`src/rtl/wt_dcache_reuse_pred_pkg.sv`:
```
// Shared types and sizing for the dcache dead-on-arrival reuse predictor.
package wt_dcache_reuse_pred_pkg;
   localparam int DCACHE_NUM_WORDS    = 16;
   localparam int DCACHE_SET_ASSOC    = 4;
   localparam int DCACHE_CL_IDX_WIDTH = $clog2(DCACHE_NUM_WORDS);
   localparam int RP_WAY_WIDTH        = $clog2(DCACHE_SET_ASSOC);
   localparam int RP_SIG_WIDTH        = 8;

   typedef logic [1:0] rp_ctr_t;

   typedef struct packed {
      logic                    valid;
      logic                    reused;
      logic [RP_SIG_WIDTH-1:0] sig;
   } rp_meta_t;

   localparam rp_ctr_t RP_DEAD     = 2'd3;
   localparam rp_ctr_t RP_CTR_INIT = 2'd1;
endpackage

```
`src/rtl/wt_dcache_reuse_pred_if.sv`:
```
// Event and prediction bundle between the dcache controller and the reuse predictor.
interface wt_dcache_reuse_pred_if;
   import wt_dcache_reuse_pred_pkg::*;

   logic                           flush_i;
   logic                           req_i;
   logic [RP_SIG_WIDTH-1:0]        req_sig_i;
   logic                           pred_valid_o;
   rp_ctr_t                        pred_result_o;
   logic                           fill_i;
   logic [DCACHE_CL_IDX_WIDTH-1:0] fill_idx_i;
   logic [RP_WAY_WIDTH-1:0]        fill_way_i;
   logic [RP_SIG_WIDTH-1:0]        fill_sig_i;
   logic                           hit_i;
   logic [DCACHE_CL_IDX_WIDTH-1:0] hit_idx_i;
   logic [RP_WAY_WIDTH-1:0]        hit_way_i;

   modport slave (
      input  flush_i, req_i, req_sig_i, fill_i, fill_idx_i, fill_way_i, fill_sig_i,
             hit_i, hit_idx_i, hit_way_i,
      output pred_valid_o, pred_result_o
   );

   modport master (
      output flush_i, req_i, req_sig_i, fill_i, fill_idx_i, fill_way_i, fill_sig_i,
             hit_i, hit_idx_i, hit_way_i,
      input  pred_valid_o, pred_result_o
   );
endinterface

```
`src/rtl/wt_dcache_rp_table.sv`:
```
// Saturating 2-bit counter table: one async read port, one increment and one decrement port.
module wt_dcache_rp_table
   import wt_dcache_reuse_pred_pkg::*;
#(
   parameter int      SIG_WIDTH = RP_SIG_WIDTH,
   parameter rp_ctr_t CTR_INIT  = RP_CTR_INIT
) (
   input  logic                 clk_i,
   input  logic                 rst_ni,
   input  logic                 flush_i,
   input  logic [SIG_WIDTH-1:0] rd_sig_i,
   output rp_ctr_t              rd_ctr_o,
   input  logic                 inc_en_i,
   input  logic [SIG_WIDTH-1:0] inc_sig_i,
   input  logic                 dec_en_i,
   input  logic [SIG_WIDTH-1:0] dec_sig_i
);
   localparam int DEPTH = 2**SIG_WIDTH;

   rp_ctr_t          r_ctr [DEPTH];
   logic [DEPTH-1:0] w_inc;
   logic [DEPTH-1:0] w_dec;

   assign rd_ctr_o = r_ctr[rd_sig_i];

   always_comb begin
      w_inc = '0;
      w_dec = '0;
      for (int i = 0; i < DEPTH; i++) begin
         w_inc[i] = inc_en_i && (inc_sig_i == SIG_WIDTH'(i));
         w_dec[i] = dec_en_i && (dec_sig_i == SIG_WIDTH'(i));
      end
   end

   // an increment and a decrement landing on one entry cancel out
   always_ff @(posedge clk_i or negedge rst_ni) begin
      if (!rst_ni) begin
         for (int i = 0; i < DEPTH; i++) r_ctr[i] <= CTR_INIT;
      end else if (flush_i) begin
         for (int i = 0; i < DEPTH; i++) r_ctr[i] <= CTR_INIT;
      end else begin
         for (int i = 0; i < DEPTH; i++) begin
            if (w_inc[i] && !w_dec[i] && r_ctr[i] != RP_DEAD)
               r_ctr[i] <= r_ctr[i] + 2'd1;
            else if (w_dec[i] && !w_inc[i] && r_ctr[i] != 2'd0)
               r_ctr[i] <= r_ctr[i] - 2'd1;
         end
      end
   end
endmodule

```
`src/rtl/wt_dcache_reuse_pred.sv`:
```
// Reuse predictor top: per-line metadata, training decode and the held prediction for the PLRU.
module wt_dcache_reuse_pred
   import wt_dcache_reuse_pred_pkg::*;
#(
   parameter int      SIG_WIDTH = RP_SIG_WIDTH,
   parameter int      NUM_SETS  = DCACHE_NUM_WORDS,
   parameter int      NUM_WAYS  = DCACHE_SET_ASSOC,
   parameter rp_ctr_t CTR_INIT  = RP_CTR_INIT
) (
   input logic                 clk_i,
   input logic                 rst_ni,
   wt_dcache_reuse_pred_if.slave bus
);
   rp_meta_t r_meta [NUM_SETS][NUM_WAYS];
   logic     r_pred_valid;
   rp_ctr_t  r_pred_result;

   rp_meta_t w_fill_meta;
   rp_meta_t w_hit_meta;
   logic     w_fill_ok;
   logic     w_hit_ok;
   logic     w_inc_en;
   logic     w_dec_en;
   rp_ctr_t  w_rd_ctr;

   always_comb begin
      w_fill_meta = r_meta[bus.fill_idx_i][bus.fill_way_i];
      w_hit_meta  = r_meta[bus.hit_idx_i][bus.hit_way_i];
      w_fill_ok   = bus.fill_i && (32'(bus.fill_idx_i) < NUM_SETS);
      // a fill replacing the line being hit makes that hit meaningless
      w_hit_ok    = bus.hit_i && (32'(bus.hit_idx_i) < NUM_SETS) &&
                    !(w_fill_ok && bus.fill_idx_i == bus.hit_idx_i &&
                      bus.fill_way_i == bus.hit_way_i);
      w_inc_en    = w_fill_ok && w_fill_meta.valid && !w_fill_meta.reused;
      w_dec_en    = w_hit_ok && w_hit_meta.valid && !w_hit_meta.reused;
   end

   wt_dcache_rp_table #(
      .SIG_WIDTH (SIG_WIDTH),
      .CTR_INIT  (CTR_INIT)
   ) u_table (
      .clk_i     (clk_i),
      .rst_ni    (rst_ni),
      .flush_i   (bus.flush_i),
      .rd_sig_i  (bus.req_sig_i),
      .rd_ctr_o  (w_rd_ctr),
      .inc_en_i  (w_inc_en),
      .inc_sig_i (w_fill_meta.sig),
      .dec_en_i  (w_dec_en),
      .dec_sig_i (w_hit_meta.sig)
   );

   always_ff @(posedge clk_i or negedge rst_ni) begin
      if (!rst_ni) begin
         for (int s = 0; s < NUM_SETS; s++)
            for (int w = 0; w < NUM_WAYS; w++) r_meta[s][w] <= '0;
      end else if (bus.flush_i) begin
         for (int s = 0; s < NUM_SETS; s++)
            for (int w = 0; w < NUM_WAYS; w++) r_meta[s][w] <= '0;
      end else begin
         if (w_dec_en) r_meta[bus.hit_idx_i][bus.hit_way_i].reused <= 1'b1;
         if (w_fill_ok)
            r_meta[bus.fill_idx_i][bus.fill_way_i] <= '{valid: 1'b1, reused: 1'b0,
                                                         sig: bus.fill_sig_i};
      end
   end

   always_ff @(posedge clk_i or negedge rst_ni) begin
      if (!rst_ni) begin
         r_pred_valid  <= 1'b0;
         r_pred_result <= 2'd0;
      end else if (bus.flush_i) begin
         r_pred_valid  <= 1'b0;
         r_pred_result <= 2'd0;
      end else if (bus.req_i) begin
         r_pred_valid  <= 1'b1;
         r_pred_result <= w_rd_ctr;
      end else if (bus.fill_i) begin
         r_pred_valid  <= 1'b0;
      end
   end

   assign bus.pred_valid_o  = r_pred_valid;
   assign bus.pred_result_o = r_pred_result;
endmodule

```
`src/flat_wrapper.sv`:
```
// flat-port wrapper written by rule: the top's interface ports become plain ports
module wt_dcache_reuse_pred_flat import wt_dcache_reuse_pred_pkg::*;
#(
   parameter int      SIG_WIDTH = RP_SIG_WIDTH,
   parameter int      NUM_SETS  = DCACHE_NUM_WORDS,
   parameter int      NUM_WAYS  = DCACHE_SET_ASSOC,
   parameter rp_ctr_t CTR_INIT  = RP_CTR_INIT
)
  (clk_i, rst_ni, bus_flush_i, bus_req_i, bus_req_sig_i, bus_fill_i, bus_fill_idx_i, bus_fill_way_i, bus_fill_sig_i, bus_hit_i, bus_hit_idx_i, bus_hit_way_i, bus_pred_valid_o, bus_pred_result_o);
  wt_dcache_reuse_pred_if bus_i ();
  input logic clk_i;
  input logic rst_ni;
  input wire logic [$bits(bus_i.flush_i)-1:0] bus_flush_i;
  input wire logic [$bits(bus_i.req_i)-1:0] bus_req_i;
  input wire logic [$bits(bus_i.req_sig_i)-1:0] bus_req_sig_i;
  input wire logic [$bits(bus_i.fill_i)-1:0] bus_fill_i;
  input wire logic [$bits(bus_i.fill_idx_i)-1:0] bus_fill_idx_i;
  input wire logic [$bits(bus_i.fill_way_i)-1:0] bus_fill_way_i;
  input wire logic [$bits(bus_i.fill_sig_i)-1:0] bus_fill_sig_i;
  input wire logic [$bits(bus_i.hit_i)-1:0] bus_hit_i;
  input wire logic [$bits(bus_i.hit_idx_i)-1:0] bus_hit_idx_i;
  input wire logic [$bits(bus_i.hit_way_i)-1:0] bus_hit_way_i;
  output wire logic [$bits(bus_i.pred_valid_o)-1:0] bus_pred_valid_o;
  output wire logic [$bits(bus_i.pred_result_o)-1:0] bus_pred_result_o;
  assign bus_i.flush_i = bus_flush_i;
  assign bus_i.req_i = bus_req_i;
  assign bus_i.req_sig_i = bus_req_sig_i;
  assign bus_i.fill_i = bus_fill_i;
  assign bus_i.fill_idx_i = bus_fill_idx_i;
  assign bus_i.fill_way_i = bus_fill_way_i;
  assign bus_i.fill_sig_i = bus_fill_sig_i;
  assign bus_i.hit_i = bus_hit_i;
  assign bus_i.hit_idx_i = bus_hit_idx_i;
  assign bus_i.hit_way_i = bus_hit_way_i;
  assign bus_pred_valid_o = bus_i.pred_valid_o;
  assign bus_pred_result_o = bus_i.pred_result_o;
  wt_dcache_reuse_pred #(.SIG_WIDTH(SIG_WIDTH), .NUM_SETS(NUM_SETS), .NUM_WAYS(NUM_WAYS), .CTR_INIT(CTR_INIT)) u_core (.clk_i(clk_i), .rst_ni(rst_ni), .bus(bus_i));
endmodule
```
`config.mk`:
```
export PLATFORM = sky130hd
export DESIGN_NAME = wt_dcache_reuse_pred_flat
export DESIGN_NICKNAME = d
export VERILOG_FILES = /design/src/rtl/wt_dcache_reuse_pred_pkg.sv /design/src/rtl/wt_dcache_reuse_pred_if.sv /design/src/rtl/wt_dcache_rp_table.sv /design/src/rtl/wt_dcache_reuse_pred.sv /design/src/flat_wrapper.sv
export SDC_FILE = /design/constraint.sdc
export NUM_CORES = 2
export LEC_CHECK = 0
export BUFFER_PORTS_ARGS = -buffer_cell sky130_fd_sc_hd__buf_2
export CAP_MARGIN = 40
export CORE_MARGIN = 2
export CORE_UTILIZATION = 60
export CTS_CLUSTER_DIAMETER = 60
export DETAILED_ROUTE_END_ITERATION = 7
export GPL_ROUTABILITY_DRIVEN = 0
export PLACE_DENSITY_LB_ADDON = 0.3
export SLEW_MARGIN = 0
export SYNTH_ARGS = -nofsm -noshare
export SYNTH_HDL_FRONTEND = slang
export SYNTH_SLANG_ARGS = --single-unit
```
`constraint.sdc`:
```
create_clock -name clk_i -period 3.9 [get_ports clk_i]
set_clock_uncertainty 0.05 [all_clocks]
set_input_delay 0.78 -clock clk_i [delete_from_list [all_inputs] [get_ports clk_i]]
set_output_delay 0.78 -clock clk_i [all_outputs]
set_load 0.01 [all_outputs]
```
==> out/metrics.yaml <==
synth:
  syn_inst: 7960
  yosysWarnings: 0
  ys_seq_area_share_pct: 39.0
  ys_top_cells_by_count: "nand2_1 (1649), dfrtp_1 (899), a21oi_1 (826)"
  synth_most_common_cell: "nand2_1"
  ys_types: 73
  async_flop_share_pct: 100
  netlist_area_sq_um: 74900
  synth_top_area_share_pct: 30.0
  synth_area_leaders: "dfrtp_1 (30%), mux4_2 (15%), dfstp_2 (9.0%)"
  avgSynthCellArea_sq_um: 9.41
  ys.flop_type: "dfrtp_1"
  synth_fp_nets: 7994
  synth_top_cell_by_area: "dfrtp_1"
  ys_ff_latch: 1155
  synth_edf_count: 0
worst_setup_path:
  worstSetupStartpointType: "flip-flop"
  rrSetupSlack_ns: -0.04
  required_ns: 4.59
  rr_endpoint: "u_core.u_table.r_ctr[209]"
  reg2reg_depth: 12
  r2r-start: "u_core.r_meta[445]"
  cp.buffers_inverters: 3
  criticalPathCategory: "reg2reg"
  crit_family: "simple AND/OR/NAND/NOR gates"
  cp_max_fo: 10
  cp_cell_sequence: "mux4_2 > a22oi_1 > a21oi_1 > or4_1 > buf_4 > nor4_4 > buf_12 > buf_4 > nand2_1 > nor4_1 > o21ai_0 > a21oi_1"
  critPathCaptureType: "flip-flop"
  cpPeakStageDelay_ns: 0.58
  cp.arrival_ns: 4.63
  slowest_stage: "or4_1"
floorplan:
  start_util_pct: 60.5
  die_w_um: 357
  fp.dieH_um: 357
  die_area_sq_um: 128000
  row_count: 129
  io-pin-count: 37
  core_sq_um: 124000
place:
  port_buffers: 36
  dp_hpwl_mm: 192
  dp_cells: 9975
clock_tree:
  cts_root_buf: "clkbuf_16"
  clk_latency_ns: 0.83
  cts_tree: "built"
  cts_inserted_buffers: 139
  clk_pin_slew_ns: 0.06
  cts.sinks: 1155
  clockBufferDepth: 3
  cts-htree-levels: 4
sta:
  fmax_mhz: 254
  tightest_slew_ns: 0.946
  min_period_over_period_pct: 101
  slew_headroom_pct: 37.0
  maxSlewViolCount: 0
  setup_viol: 3
  layout_min_cycle_time_ns: 3.94
  setup_ws_ns: -0.0409
  finalHoldViolCount: 0
global_routing:
  grt-ovfl-total: 0
  grt_start_max_net_pins: 167
  grtUsageTotal_pct: 45.3
  antenna_found_initial: 7
  first_global_vias: 76400
  grt_pass1_wl_mm: 446
power_and_ir_drop:
  power_density_nw_per_um2: 309
  power_w: 0.0281
  power_leakage_nw: 34.2
  ir_worst_vdd_uv: 483
detailed_routing:
  wl_per_cell_um: 28.6
  vias: 77800
  vias_per_cell: 7.59
  drtPass1Iterations: 8
  drc: 63
  totalWireLength_mm: 293
  ant_nets: 0
  drt_iter0_markers: 13800
cells_and_area:
  layout-drive-gt1-share_pct: 27.4
  num-nets-final: 8528
  stdcell_count: 10300
  areaGrowthSynthToFinish_pct: 21.2
hold_path:
  min_path_type: "in2reg"
  hold_end: "u_core.bus.pred_valid_o"
  holdCritStartpoint: "bus_req_i"
  min_path_cells: 3
job:
  cap_violations: 0
outcome:
  violations: "DRC, setup timing"
  status: "finished with violations"
[logic make-up (layout without fill, tap and decap cells)]
kind of cell              count (synthesis)  in the layout  synth area share [%]
buffers and inverters                   851           1501                  4.83
xor gates and xnor gates                  6              6                0.0702
muxes                                   564            564                  16.0
and+or+nand+nor                        3073           3073                  19.6
DFF                                    1155           1155                  39.0
AOI/OAI and AO/OA                      2311           2311                  20.5
other                                     0              6                     0
[metrics by stage]
| stage | TNS [ns] | utilization (%) | cell area (sq um) | setup WS, ns | hold slack, ns |
|---|---|---|---|---|---|
| floorplan | -3.93 | - | 75600 | -0.0745 | 0.428 |
| global placement | -292.81 | 68.8 | 85200 | -0.749 | 0.443 |
| detailed placement | -325.31 | 68.9 | 85300 | -0.877 | 0.454 |
| CTS | 0 | 72.8 | 90200 | 0.0181 | 0.215 |
| global route | -0.367 | 73.3 | 90800 | -0.117 | 0.274 |
| finish | -0.0806 | 73.3 | 90800 | -0.0409 | 0.223 |
[layer usage]
metal	track usage, %	wire length, um
met2	67.7	129000
met3	15.2	40400
met1	53.9	95700
met5	0.259	94
met4	35.4	28000
[registers in the layout (all words and copies together) (netlist names)]
signal / count
u_core.r_meta: 640
u_core.u_table.r_ctr: 512
u_core.bus.pred_result_o: 2
u_core.bus.pred_valid_o: 1
[worst max path at each step]
stage / from / endpoint / slack (ns) / cells after the start
6_report: u_core.r_meta[445] / u_core.u_table.r_ctr[209] / -0.04 / 12
5_1_grt: bus_fill_idx_i[0] / u_core.u_table.r_ctr[360] / -0.12 / 14
4_1_cts: bus_fill_idx_i[0] / u_core.u_table.r_ctr[452] / 0.02 / 13
3_5_place_dp: bus_fill_idx_i[1] / u_core.u_table.r_ctr[344] / -0.88 / 13
3_3_place_gp: bus_fill_idx_i[1] / u_core.u_table.r_ctr[347] / -0.75 / 13
2_1_floorplan: bus_hit_idx_i[0] / u_core.u_table.r_ctr[24] / -0.07 / 14
[tightest hold or removal path: cells and delay by family]
family / cells / cell delay (ns)
buf+inv: 1 / 0.13
simple gates: 1 / 0.07
compound gates: 1 / 0.05
[placed cells by master, fill, tap and decap left out, drive strengths merged, types with 6 or more instances in the layout]
| cell | instances |
|---|---|
| a41o | 168 |
| a311oi | 31 |
| a22oi | 141 |
| mux4 | 505 |
| buf | 1153 |
| inv | 96 |
| and2 | 126 |
| o31ai | 109 |
| a211oi | 15 |
| or4 | 10 |
| nor2 | 343 |
| nor2b | 25 |
| a31oi | 259 |
| nor4 | 349 |
| nor3 | 113 |
| a21oi | 826 |
| o211ai | 13 |
| nand2b | 273 |
| bufinv | 11 |
| o21ai | 251 |
| diode | 6 |
| o21a | 8 |
| clkinv | 31 |
| mux2i | 54 |
| nor4b | 44 |
| nand4 | 52 |
| and4 | 28 |
| a32oi | 9 |
| a2111oi | 50 |
| o22a | 33 |
| and4b | 11 |
| a21boi | 12 |
| dfrtp | 899 |
| nand2 | 1649 |
| a21o | 31 |
| clkbuf | 208 |
| a41oi | 282 |
| nand3 | 35 |
| dfstp | 256 |
| a31o | 42 |
[final cells by class]
class	count	area, sq um
inverters	85	327
flip-flops and latches	1155	29200
fillers	8115	33000
clock inverters	54	693
clock buffers	203	4140
well taps	1637	2050
multi-input cells	5954	42900
repair buffers	1159	11400
diodes	6	15.0
[power breakdown]
group / leakage (nW) / internal, W / switching [W]
registers: 15.2 / 0.0120 / 0.0000255
logic: 16.6 / 0.000665 / 0.00142
clock network: 2.40 / 0.00817 / 0.00575
[repair_timing]
item	4_1_cts	5_1_grt
hold buffers	1	0
cloned	0	4
endpoints found under the setup margin	5	447
resized for setup	3	94
buffers inserted	0	7
pin swaps	0	7
hold endpoints to repair	2	0
(Power assumes the default switching activity.)
